## src/rtl/shift_arbiter_pkg.sv

```systemverilog
// Shared definitions for shift_arbiter: operand widths, op codes, FSM states
// and the op-legality helper used by the sequencer.
package shift_arbiter_pkg;

  localparam int SHIFT_W = 32;
  localparam int AMT_W   = 5;

  localparam logic [1:0] OP_SLL = 2'b00;
  localparam logic [1:0] OP_SRA = 2'b01;
  localparam logic [1:0] OP_ROL = 2'b10;

  typedef enum logic [1:0] {
    ST_IDLE  = 2'd0,
    ST_PASS1 = 2'd1,
    ST_PASS2 = 2'd2,
    ST_RESP  = 2'd3
  } state_e;

  // Rotate is only a legal op when the two-pass sequencer is built in.
  function automatic logic op_legal(input logic [1:0] op, input logic rot_en);
    return (op == OP_SLL) || (op == OP_SRA) || (rot_en && (op == OP_ROL));
  endfunction

endpackage

```

## src/rtl/barrelshift.sv

```systemverilog
// Combinational 32-bit barrel shifter: shift=0 logical left, shift=1 arithmetic right.
module barrelshift
  import shift_arbiter_pkg::*;
(
  input  logic [SHIFT_W-1:0] data_operandA,
  input  logic [AMT_W-1:0]   ctrl_shiftamt,
  input  logic               shift,
  output logic [SHIFT_W-1:0] data_result
);

  // Kept as if/else rather than ?: so the right shift stays signed.
  always_comb begin
    if (shift) data_result = $signed(data_operandA) >>> ctrl_shiftamt;
    else       data_result = data_operandA << ctrl_shiftamt;
  end

endmodule

```

## src/rtl/shift_arbiter.sv

```systemverilog
// Round-robin sharing of one barrelshift between the ALU (req 0) and decrypt engine (req 1).
// Define ROTATE_EN to sequence rotate-left as SLL followed by a masked SRA pass.
module shift_arbiter
  import shift_arbiter_pkg::*;
#(
  parameter logic RR_INIT = 1'b0
) (
  input  logic               clock,
  input  logic               reset,
  input  logic [1:0]         req_valid,
  output logic [1:0]         req_ready,
  input  logic [SHIFT_W-1:0] req0_data,
  input  logic [AMT_W-1:0]   req0_amt,
  input  logic [1:0]         req0_op,
  input  logic [SHIFT_W-1:0] req1_data,
  input  logic [AMT_W-1:0]   req1_amt,
  input  logic [1:0]         req1_op,
  output logic               resp_valid,
  input  logic               resp_ready,
  output logic [SHIFT_W-1:0] resp_data,
  output logic               resp_id,
  output logic               resp_err
);

`ifdef ROTATE_EN
  localparam logic ROT_EN = 1'b1;
`else
  localparam logic ROT_EN = 1'b0;
`endif

  state_e             state;
  logic               ptr;
  logic               grant;
  logic               grant_valid;
  logic               accept;
  logic [SHIFT_W-1:0] data_q;
  logic [AMT_W-1:0]   amt_q;
  logic [1:0]         op_q;
  logic [AMT_W-1:0]   sh_amt;
  logic               sh_sra;
  logic [SHIFT_W-1:0] sh_out;

  // NOTE: every always_comb output gets a default first so no path infers a latch.
  always_comb begin
    grant       = ptr;
    grant_valid = 1'b0;
    if (req_valid[ptr]) begin
      grant       = ptr;
      grant_valid = 1'b1;
    end else if (req_valid[~ptr]) begin
      grant       = ~ptr;
      grant_valid = 1'b1;
    end
  end

  // Ready is suppressed while reset is low so an aborted cycle never handshakes.
  assign accept = reset && (state == ST_IDLE) && grant_valid;

  always_comb begin
    req_ready = 2'b00;
    if (accept) req_ready[grant] = 1'b1;
  end

  // Shifter control muxed by state; the second rotate pass shifts right by 32-amt.
  always_comb begin
    sh_amt = amt_q;
    sh_sra = (op_q == OP_SRA);
`ifdef ROTATE_EN
    if (state == ST_PASS2) begin
      sh_amt = 5'd0 - amt_q;
      sh_sra = 1'b1;
    end
`endif
  end

  barrelshift u_shift (
    .data_operandA (data_q),
    .ctrl_shiftamt (sh_amt),
    .shift         (sh_sra),
    .data_result   (sh_out)
  );

`ifdef ROTATE_EN
  logic [SHIFT_W-1:0] rot_mask;
  assign rot_mask = ~({SHIFT_W{1'b1}} << amt_q);
`endif

  // NOTE: operand latches carry no reset; they are only read after a handshake loads them.
  always_ff @(posedge clock) begin
    if (accept) begin
      data_q <= grant ? req1_data : req0_data;
      amt_q  <= grant ? req1_amt  : req0_amt;
      op_q   <= grant ? req1_op   : req0_op;
    end
  end

  always_ff @(posedge clock) begin
    if (!reset) begin
      state      <= ST_IDLE;
      ptr        <= RR_INIT;
      resp_valid <= 1'b0;
      resp_data  <= '0;
      resp_id    <= 1'b0;
      resp_err   <= 1'b0;
    end else begin
      case (state)
        ST_IDLE: begin
          if (grant_valid) begin
            resp_id <= grant;
            ptr     <= ~grant;
            state   <= ST_PASS1;
          end
        end
        ST_PASS1: begin
          if (!op_legal(op_q, ROT_EN)) begin
            resp_data  <= data_q;
            resp_err   <= 1'b1;
            resp_valid <= 1'b1;
            state      <= ST_RESP;
          end else begin
            resp_data <= sh_out;
            resp_err  <= 1'b0;
`ifdef ROTATE_EN
            if (op_q == OP_ROL && amt_q != '0) begin
              state <= ST_PASS2;
            end else begin
              resp_valid <= 1'b1;
              state      <= ST_RESP;
            end
`else
            resp_valid <= 1'b1;
            state      <= ST_RESP;
`endif
          end
        end
`ifdef ROTATE_EN
        ST_PASS2: begin
          resp_data  <= resp_data | (sh_out & rot_mask);
          resp_valid <= 1'b1;
          state      <= ST_RESP;
        end
`endif
        ST_RESP: begin
          if (resp_ready) begin
            resp_valid <= 1'b0;
            state      <= ST_IDLE;
          end
        end
        default: state <= ST_IDLE;
      endcase
    end
  end

endmodule
```

## config.mk

```make
export PLATFORM = sky130hd
export DESIGN_NAME = shift_arbiter
export DESIGN_NICKNAME = d
export VERILOG_FILES = /design/src/rtl/shift_arbiter_pkg.sv /design/src/rtl/barrelshift.sv /design/src/rtl/shift_arbiter.sv
export SDC_FILE = /design/constraint.sdc
export NUM_CORES = 1
export LEC_CHECK = 0
export ABC_AREA = 0
export CAP_MARGIN = 20
export CORE_MARGIN = 2
export CORE_UTILIZATION = 38
export CTS_CLUSTER_SIZE = 8
export DETAILED_ROUTE_END_ITERATION = 10
export GPL_TIMING_DRIVEN = 0
export HOLD_SLACK_MARGIN = 0.05
export MAX_ROUTING_LAYER = met4
export SLEW_MARGIN = 20
export SYNTH_ARGS = -nofsm -noshare
export SYNTH_HDL_FRONTEND = slang
export SYNTH_SLANG_ARGS = --single-unit
```

## constraint.sdc

```tcl
create_clock -name clock -period 20.3 [get_ports clock]
set_input_delay 4.06 -clock clock [delete_from_list [all_inputs] [get_ports clock]]
set_output_delay 4.06 -clock clock [all_outputs]
set_load 0.01 [all_outputs]
```

Word-level counts from Yosys, hierarchy flattened

Cells that the tools add are included.

Word-level logic and storage cells: 54
Bits in registers: 77
Output and inout bits: 37

Multiplexer cells: 22
Magnitude comparators: 4
Reduce and logical (&&, ||, !) cells: 10
Shift operators: 2
Bitwise operators: 2
Equality and inequality tests: 5

Operators by type and width:

| cell                 | number |
|---|---|
| $mux W32             | 3 |
| $shl A32 B5 Y32      | 1 |
| $sshr A32 B5 Y32     | 1 |
| $mux W1              | 11 |
| $mux W2              | 4 |
| $lt A1 B2 Y1 const B | 3 |
| $pmux W2 S3          | 1 |
| $reduce_and A2 Y1    | 3 |
| $mux W5              | 1 |
| $eq A2 B1 Y1 const B | 2 |
| $logic_not A2 Y1     | 2 |
| $ne A2 B2 Y1 const B | 2 |
| $logic_and A1 B1 Y1  | 3 |
| $eq A2 B2 Y1 const B | 1 |
| $not A1 Y1           | 2 |
| $pmux W1 S2          | 1 |
| $reduce_bool A2 Y1   | 1 |
| $demux W1 S1         | 1 |
| $ge A1 B1 Y1 const B | 1 |
| $logic_or A1 B1 Y1   | 1 |

Longest topological paths before layout

Gate-level depths: netlist of run 1.

Depth in word-level cells: 10
Mapped depth: 9
Depth with buffers taken out: 5

Hierarchy

A second synthesis of run 1 with hierarchy kept.

Cells, all modules: 700
Area, all modules: 7,153.1 sq um

Modules (own cells, without submodules):

| module        | times used | area an instance (sq um) | cells each |
|---|---|---|---|
| barrelshift   | 1          | 3,861.2                  | 441 |
| shift_arbiter | 1          | 3,291.9                  | 259 |

Least setup slack after synthesis of run 1

No wires, ideal clock.

Kind: input to output
From: input reset
To: output req_ready[0]
Stages: 4
Path slack: 7.695 ns
Required time: 16.240 ns
Data arrival time: 8.545 ns
Path buffers: 1
Cells stage by stage: buf_4 -> inv_1 -> nor4_1 -> nor2b_1

Word-level cells in the longest chain between the ends: 3

RTL lines:

| element                          | line                | source |
|---|---|---|
| start: declaration               | shift_arbiter.sv:9  | `input logic reset,` |
| $logic_and A1 B1 Y1 (2 in a row) | shift_arbiter.sv:57 | `assign accept = reset && (state == ST_IDLE) && grant_valid;` |
| named net accept                 | shift_arbiter.sv:35 | `logic accept;` |
| $mux W2                          | shift_arbiter.sv:61 | `if (accept) req_ready[grant] = 1'b1;` |
| end: declaration                 | shift_arbiter.sv:11 | `output logic [1:0] req_ready,` |

The timed path passes the listed nets, and every way through them passes these cells.

Worst setup path after layout of run 1

From: input req_valid[1]
To: output req_ready[1]

Word-level cells in the longest chain between the ends: 9
Elaborated cells on any way between the ends: 15
Those cells by class: 2 x order compare; 11 x mux; 2 x reduce/logical

RTL lines:

| element                                                                   | line                | source |
|---|---|---|
| start: declaration                                                        | shift_arbiter.sv:10 | `input logic [1:0] req_valid,` |
| $mux W1 (implied by the code) (2 in a row)                                | shift_arbiter.sv:50 | `end else if (req_valid[~ptr]) begin` |
| $mux W1                                                                   | shift_arbiter.sv:50 |  |
| $mux W1                                                                   | shift_arbiter.sv:47 | `if (req_valid[ptr]) begin` |
| $lt A1 B2 Y1 (implied by the code) / $ge A1 B1 Y1 (equally long branches) | shift_arbiter.sv:61 |  |
| $logic_and A1 B1 Y1 (implied by the code)                                 | shift_arbiter.sv:61 |  |
| $mux W1 (implied by the code)                                             | shift_arbiter.sv:61 |  |
| $demux W1 S1                                                              | shift_arbiter.sv:61 |  |
| $mux W2 *                                                                 | shift_arbiter.sv:61 |  |

Every way passes the cells marked *; elsewhere a longest branch is shown, timed or not. The select of a mux whose other input is x is not followed.

==> results of run 1 <==
[power breakdown]
group          internal [mW]  switching, mW
clock network         0.0924         0.0807
registers              0.181         0.0116
logic                  0.110          0.158
[final timing paths]
path | startpoint | endpoint | slack [ns]
min | resp_err | resp_err | 0.48
max | req_valid[1] | req_ready[1] | 9.44
min reg2reg | resp_err | resp_err | 0.48
max reg2reg | op_q[1] | resp_data[15] | 17.02
[cell families after synthesis]
group,after synthesis,share of synthesized area
compound gates,230,0.2069
mux,193,0.3524
simple gates,180,0.1122
buf+inv,110,0.08002
flops,77,0.2471
fa+ha+maj,1,0.001280
[layer usage]
metal / global-route usage / routed length, µm / share of wire
met5: - / 0 / 0
met4: 0.2096 / 2613 / 0.064
met3: 0.09599 / 4652 / 0.11
met2: 0.5610 / 17530 / 0.43
met1: 0.5022 / 16280 / 0.40
[sequential cells by signal, summed over array words and instances, names as in the netlist]
| signal | cells |
|---|---|
| data_q | 32 |
| resp_id | 1 |
| amt_q | 5 |
| ptr | 1 |
| resp_err | 1 |
| resp_data | 32 |
| resp_valid | 1 |
| state | 2 |
| op_q | 2 |
[cell usage in the layout, fill, tap and decap left out, types with 8 or more instances in the layout]
master,Yosys,layout
mux2i_1,68,68
mux4_1,9,9
nand2_1,53,53
a221oi_1,14,14
dfxtp_1,38,38
buf_4,15,15
nor2_1,36,36
nor2b_1,13,13
nand3_1,26,26
a31oi_1,21,21
mux2_2,65,65
clkbuf_1,50,50
o22ai_1,8,8
a22oi_1,9,9
nor3_1,12,12
o21ai_0,51,51
a211oi_1,9,9
buf_6,13,13
clkdlybuf4s50_1,0,118
buf_2,17,23
clkbuf_16,0,10
mux4_2,46,46
o211ai_1,16,16
a21oi_1,34,34
edfxtp_1,39,39
[through the flow]
stage,hold slack [ns],setup WS (ns),std cells,utilization
2_1_floorplan,0.4707,7.695,791,-
3_3_place_gp,0.4570,4.399,1179,0.4614
3_5_place_dp,0.4685,9.375,1185,0.4635
4_1_cts,0.4785,9.373,1201,0.4783
5_1_grt,0.5123,9.319,1201,0.4783
6_report,0.4789,9.439,1201,0.4783
[area by class of cell]
class / instances / share of cell area
buffer: 101 / 0.06115
sequential: 77 / 0.1996
multi-input combinational: 604 / 0.5447
clock buffer: 10 / 0.02586
inverter: 9 / 0.003491
clock inverter: 6 / 0.005171
tap: 270 / 0.03491
timing repair buffer: 124 / 0.1251
[worst max-delay path, stage by stage]
cell and delay [ns]:
clkdlybuf4s50_1 0.48, maj3_1 0.66, clkbuf_1 0.80, and3_1 0.26, clkdlybuf4s50_1 0.53
[Yosys cell counts, types with 3 or more instances]
| cell type | n |
|---|---|
| o311ai_1 | 3 |
| o21ai_0 | 51 |
| buf_1 | 3 |
| o21ai_1 | 3 |
| o211ai_1 | 16 |
| o2111ai_1 | 4 |
| nand2b_1 | 7 |
| clkinv_1 | 3 |
| nor4_1 | 5 |
| o22ai_1 | 8 |
| nor3_1 | 12 |
| mux4_2 | 46 |
| and2_1 | 3 |
| mux2_2 | 65 |
| clkbuf_1 | 50 |
| nand3_1 | 26 |
| edfxtp_1 | 39 |
| a211oi_1 | 9 |
| mux2i_1 | 68 |
| a21oi_1 | 34 |
| o311ai_0 | 5 |
| o221ai_1 | 5 |
| a311oi_1 | 7 |
| nor2_1 | 36 |
| a211o_1 | 3 |
| buf_2 | 17 |
| nor2b_1 | 13 |
| nand2_1 | 53 |
| buf_6 | 13 |
| nand4_1 | 3 |
| a22oi_1 | 9 |
| nor3b_1 | 3 |
| inv_1 | 5 |
| dfxtp_1 | 38 |
| mux4_1 | 9 |
| mux2_4 | 3 |
| a221oi_1 | 14 |
| a31oi_1 | 21 |
| o31ai_1 | 3 |
| buf_4 | 15 |
| a32oi_1 | 5 |
| or3_1 | 7 |
| a221o_1 | 4 |
==> impl_metrics.csv, run 1 <==
group,metric,value,unit
setup_path,startpoint_type,"input pin",
clock_tree,htreeDepth,3,
routing,firstDrtPassIters,6,
sta,fin_crit_sh,0.5350,
pwr,peakVddDrop,0.04059,mV
sta,worst_clock_skew,0.01099,ns
synthesis,yosysTopAreaCellShare,0.1498,
run,drv_cap,0,
synthesis,yosysTopAreaCell,"edfxtp_1",
setup_path,setup.worst_path.end_class,"output port",
setup_path,r2r_cells,6,
setup_path,crit_path_max_fanout,10,
sta,fin_tns_setup,0,ns
clock_tree,clkSlewWorstSetupHoldPaths,0.07,ns
die,die_h,147.4,µm
grt,antenna_found_initial,0,
placement,dp_hpwl,31020,µm
finish,multi_input_area,5271,µm²
clock_tree,clock-sinks,77,
sta,max-slew-margin-rel,0.1844,
placement,placed_area,9378,µm²
pwr,power.density,65.60,nW/µm²
finish,regArea,1932,µm²
routing,viasPerCell,7.039,
sta,maxSlewViolCount,0,
die,rows,52,
grt,grt_remaining_overflow,0,
clock_tree,hold_buffers,0,
sta,worstMarginPinSlew,1.223,ns
synthesis,synth.ff_latch_count,77,
clock_tree,cts_buffers,9,
synthesis,synth_edf_count,39,
finish,fill_cells,1942,
sta,setup_violations,0,
routing,detail_route.wl_per_cell,34.20,µm
setup_path,critPathKind,"in -> out",
finish,antennaDiodeCount,0,
grt,grt_max_degree,16,
pwr,total_power,0.6348,mW
synthesis,async_flop_share,0,
finish,drive_gt1_frac,0.2137,
synthesis,yosysWarningCount,0,
routing,wirelength,41080,µm
finish,area_growth,23.80,%
sta,finalHoldViolations,0,
pwr,leakagePower,3.392,nW
grt,grt_pass1_wl,58420,µm
placement,port_buffers,118,
routing,drc,0,
clock_tree,clockBufferDepth,2,
die,die_w,147.4,µm
clock_tree,clock-root-buffer,"clkbuf_16",
die,die-area,21740,µm²
outcome,status,"completed",
synthesis,syn-num-nets,874,
synthesis,ys_seq_area_frac,0.2471,
routing,ant_nets,0,
finish,fin_nets,1009,
synthesis,synthTopCellsByArea,"edfxtp_1 15%, mux4_2 13%, dfxtp_1 9.7%",
sta,clock.fmax,0.09207,GHz
routing,via_count,8454,
clock_tree,clk_latency,0.37,ns
synthesis,synth_cell_types,77,
grt,grt_pass1_vias,8051,
setup_path,cp_data_arrival_time,6.80,ns
finish,final_area,9678,µm²
die,coreArea,20230,µm²
synthesis,synth_area_per_cell,9.883,µm²
hold_path,worstHoldPathCells,2,
die,start_util,0.3863,
clock_tree,cts_resized,0,
setup_path,cp.required,16.24,ns
routing,drtIter0Drc,1185,
grt,grt_usage,0.3885,
clock_tree,cts_tree,"done",
clock_tree,cts_setup_buffers,0,
synthesis,synth_cells,791,
synthesis,netlist_area,7817,µm²
placement,place.gp.congestion,1.079,
sta,rsz0062_at_grt,"false",
hold_path,hp-class,"reg -> reg",
die,io_pins,120,
synthesis,ys.flop_type,"edfxtp_1",
sta,post-route-min-period,10.86,ns
Note: power is estimated with default switching activity, not from simulation.
==> run 2, diff against run 1 <==
clock period = 10.1 ns   (was 20.3 ns; I/O delays follow)
==> results of run 2 <==
The final DEF is identical to that of run 1. Status: completed.
Main changes from that run: setup slack after placement 9.375 ns -> 3.255 ns; setup slack after layout 9.439 ns -> 3.319 ns; register-to-register setup slack 17.02 ns -> 6.82 ns; total power 0.6348 mW -> 1.276 mW; worst IR drop on VDD 0.04059 mV -> 0.08159 mV
==> run 3, diff against run 2 <==
clock period = 6.3 ns   (was 10.1 ns; I/O delays follow)
==> run 3 against run 2 <==
  * Clock power rose by 66%
  * Cell count fell by 0.25%
  * Register-to-register slack worse by 3.6 ns
  * Global-route usage increased by 1.8 points
  * Clock-buffer cell count shrank 1
  * Sequential power rose by 60%
  * Cell area about the same
  * Die area stayed put
  * Largest cell class unchanged
==> impl_metrics.csv, run 3 (same netlist as run 1, synthesis figures left out) <==
group,metric,value,unit
outcome,status,"completed",
sta,rsz0062_at_grt,"false",
clock_tree,clock-sinks,77,
routing,drc,0,
pwr,switchingPower,0.8314,mW
placement,port_buffers,118,
placement,place_ws,0.9595,ns
finish,final_cell_mix,"118 x clkdlybuf4s50_1, 68 x mux2i_1, 65 x mux2_2, 53 x nand2_1, 51 x o21ai_0",
pwr,peakVddDrop,0.1295,mV
die,start_util,0.3863,
setup_path,crit_chain,"clkdlybuf4s50_1, maj3_1, clkbuf_1, and3_1, clkdlybuf4s50_1",
clock_tree,cts_buffers,9,
run,drv_cap,0,
sta,maxSlewViolCount,0,
placement,dp_hpwl,32340,µm
sta,layout_setup_ws,0.8795,ns
finish,reg_top3,"data_q (32), resp_data (32), amt_q (5)",
sta,finalHoldViolations,0,
clock_tree,clk_latency,0.36,ns
setup_path,setup.worst_path.end_class,"output port",
die,die-area,21740,µm²
die,rows,52,
die,die_w,147.4,µm
finish,multi_input_area,5284,µm²
finish,antennaDiodeCount,0,
pwr,p_clk_frac,0.278,
die,io_pins,120,
setup_path,cp_common_cell,"clkdlybuf4s50_1",
setup_path,cp_data_arrival_time,4.16,ns
clock_tree,cts_resized,0,
finish,drive_gt1_frac,0.2123,
sta,post-route-min-period,5.420,ns
hold_path,hp-class,"reg -> reg",
setup_path,cp_num_buf_inv,3,
finish,finish.utilization,0.4787,
finish,final_cell_count_no_fill,1198,
setup_path,max_stage_delay,0.89,ns
sta,clock.fmax,0.1845,GHz
routing,via_count,8590,
setup_path,cp_top_family,"buffers and inverters",
grt,grt_pass1_vias,8033,
clock_tree,cts_setup_buffers,0,
clock_tree,hold_buffers,0,
grt,grt_remaining_overflow,0,
routing,firstDrtPassIters,6,
die,coreArea,20230,µm²
pwr,leakagePower,3.384,nW
setup_path,cp.required,5.04,ns
routing,detail_route.wl_per_cell,36.07,µm
finish,fin_nets,1006,
finish,fill_cells,1955,
pwr,p_comb_frac,0.424,
sta,max-slew-margin-rel,0.2165,
clock_tree,clockBufferDepth,2,
pwr,power.density,215.3,nW/µm²
grt,antenna_found_initial,0,
finish,regArea,1932,µm²
clock_tree,htreeDepth,3,
placement,placed_cells,1182,
setup_path,critPathKind,"in -> out",
finish,area_growth,23.90,%
die,die_h,147.4,µm
grt,grt_usage,0.4068,
pwr,p_int,1.254,mW
routing,drtIter0Drc,1296,
setup_path,critPathSlowestCell,"clkbuf_1",
clock_tree,cts_tree,"done",
sta,worst_clock_skew,0.01395,ns
routing,viasPerCell,7.170,
grt,grt_max_degree,16,
sta,fin_crit_sh,0.8604,
clock_tree,clkSlewWorstSetupHoldPaths,0.07,ns
pwr,total_power,2.086,mW
pwr,power.share.switching,0.3987,
pwr,pwr-share-seq,0.298,
routing,ant_nets,0,
setup_path,crit_path_max_fanout,10,
finish,final_common_cell,"clkdlybuf4s50_1",
routing,wirelength,43210,µm
grt,grt_pass1_wl,60390,µm
placement,place.gp.congestion,1.046,
setup_path,startpoint_type,"input pin",
sta,worstMarginPinSlew,1.175,ns
clock_tree,clock-root-buffer,"clkbuf_16",
sta,setup_violations,0,
sta,fin_tns_setup,0,ns
run 3: changes by cell type in the layout (fill, tap and decap cells not counted), sizes merged:
| cell | delta |
|---|---|
| buf | -3 |
| bufinv | +1 |
| clkbuf | -1 |
| clkinv | +1 |
| clkinvlp | -1 |
run 3: worst reg2reg max path, stage by stage (launching register included):
cell      delay [ns]
edfxtp_1        0.50
clkbuf_1        0.31
nor3_2          0.78
clkbuf_1        0.78
o211ai_1        0.40
a31oi_1         0.25
run 3: power by group through the flow:
| stage | clock network (mW) | logic [mW] | registers, mW |
|---|---|---|---|
| 2_1_floorplan | 0 | 0.467 | 0.634 |
| 3_3_place_gp | 0 | 0.846 | 0.631 |
| 3_5_place_dp | 0 | 0.842 | 0.632 |
| 4_1_cts | 0.579 | 0.845 | 0.621 |
| 5_1_grt | 0.595 | 0.904 | 0.627 |
| 6_report | 0.579 | 0.884 | 0.622 |
run 3: layout make-up:
class,instances,share of cell area
clock inverters,7,0.008009
multi-input cells,604,0.5455
flip-flops and latches,77,0.1995
well taps,270,0.03488
inverters,9,0.003488
clock buffers,9,0.02325
repair buffers,121,0.1243
plain buffers,101,0.06110
run 3: per-layer routing:
layer / part of all wire / GRT usage / wire (µm)
met5: 0 / - / 0
met4: 0.069 / 0.2351 / 2970
met3: 0.13 / 0.1034 / 5543
met2: 0.42 / 0.5822 / 18360
met1: 0.38 / 0.5219 / 16330
run 3: path summary, 6_finish.rpt:
check	from	endpoint	slack [ns]	cells after the start
max	req_valid[1]	req_ready[1]	0.88	5
min	resp_err	resp_err	0.47	2
max reg2reg	op_q[1]	resp_data[30]	3.21	5
min reg2reg	resp_err	resp_err	0.47	2
run 3: through the flow:
stage	hold WS [ns]	instance area (µm²)
2_1_floorplan	0.4806	7824
3_3_place_gp	0.4569	9343
3_5_place_dp	0.4663	9383
4_1_cts	0.4766	9686
5_1_grt	0.5045	9686
6_report	0.4727	9686
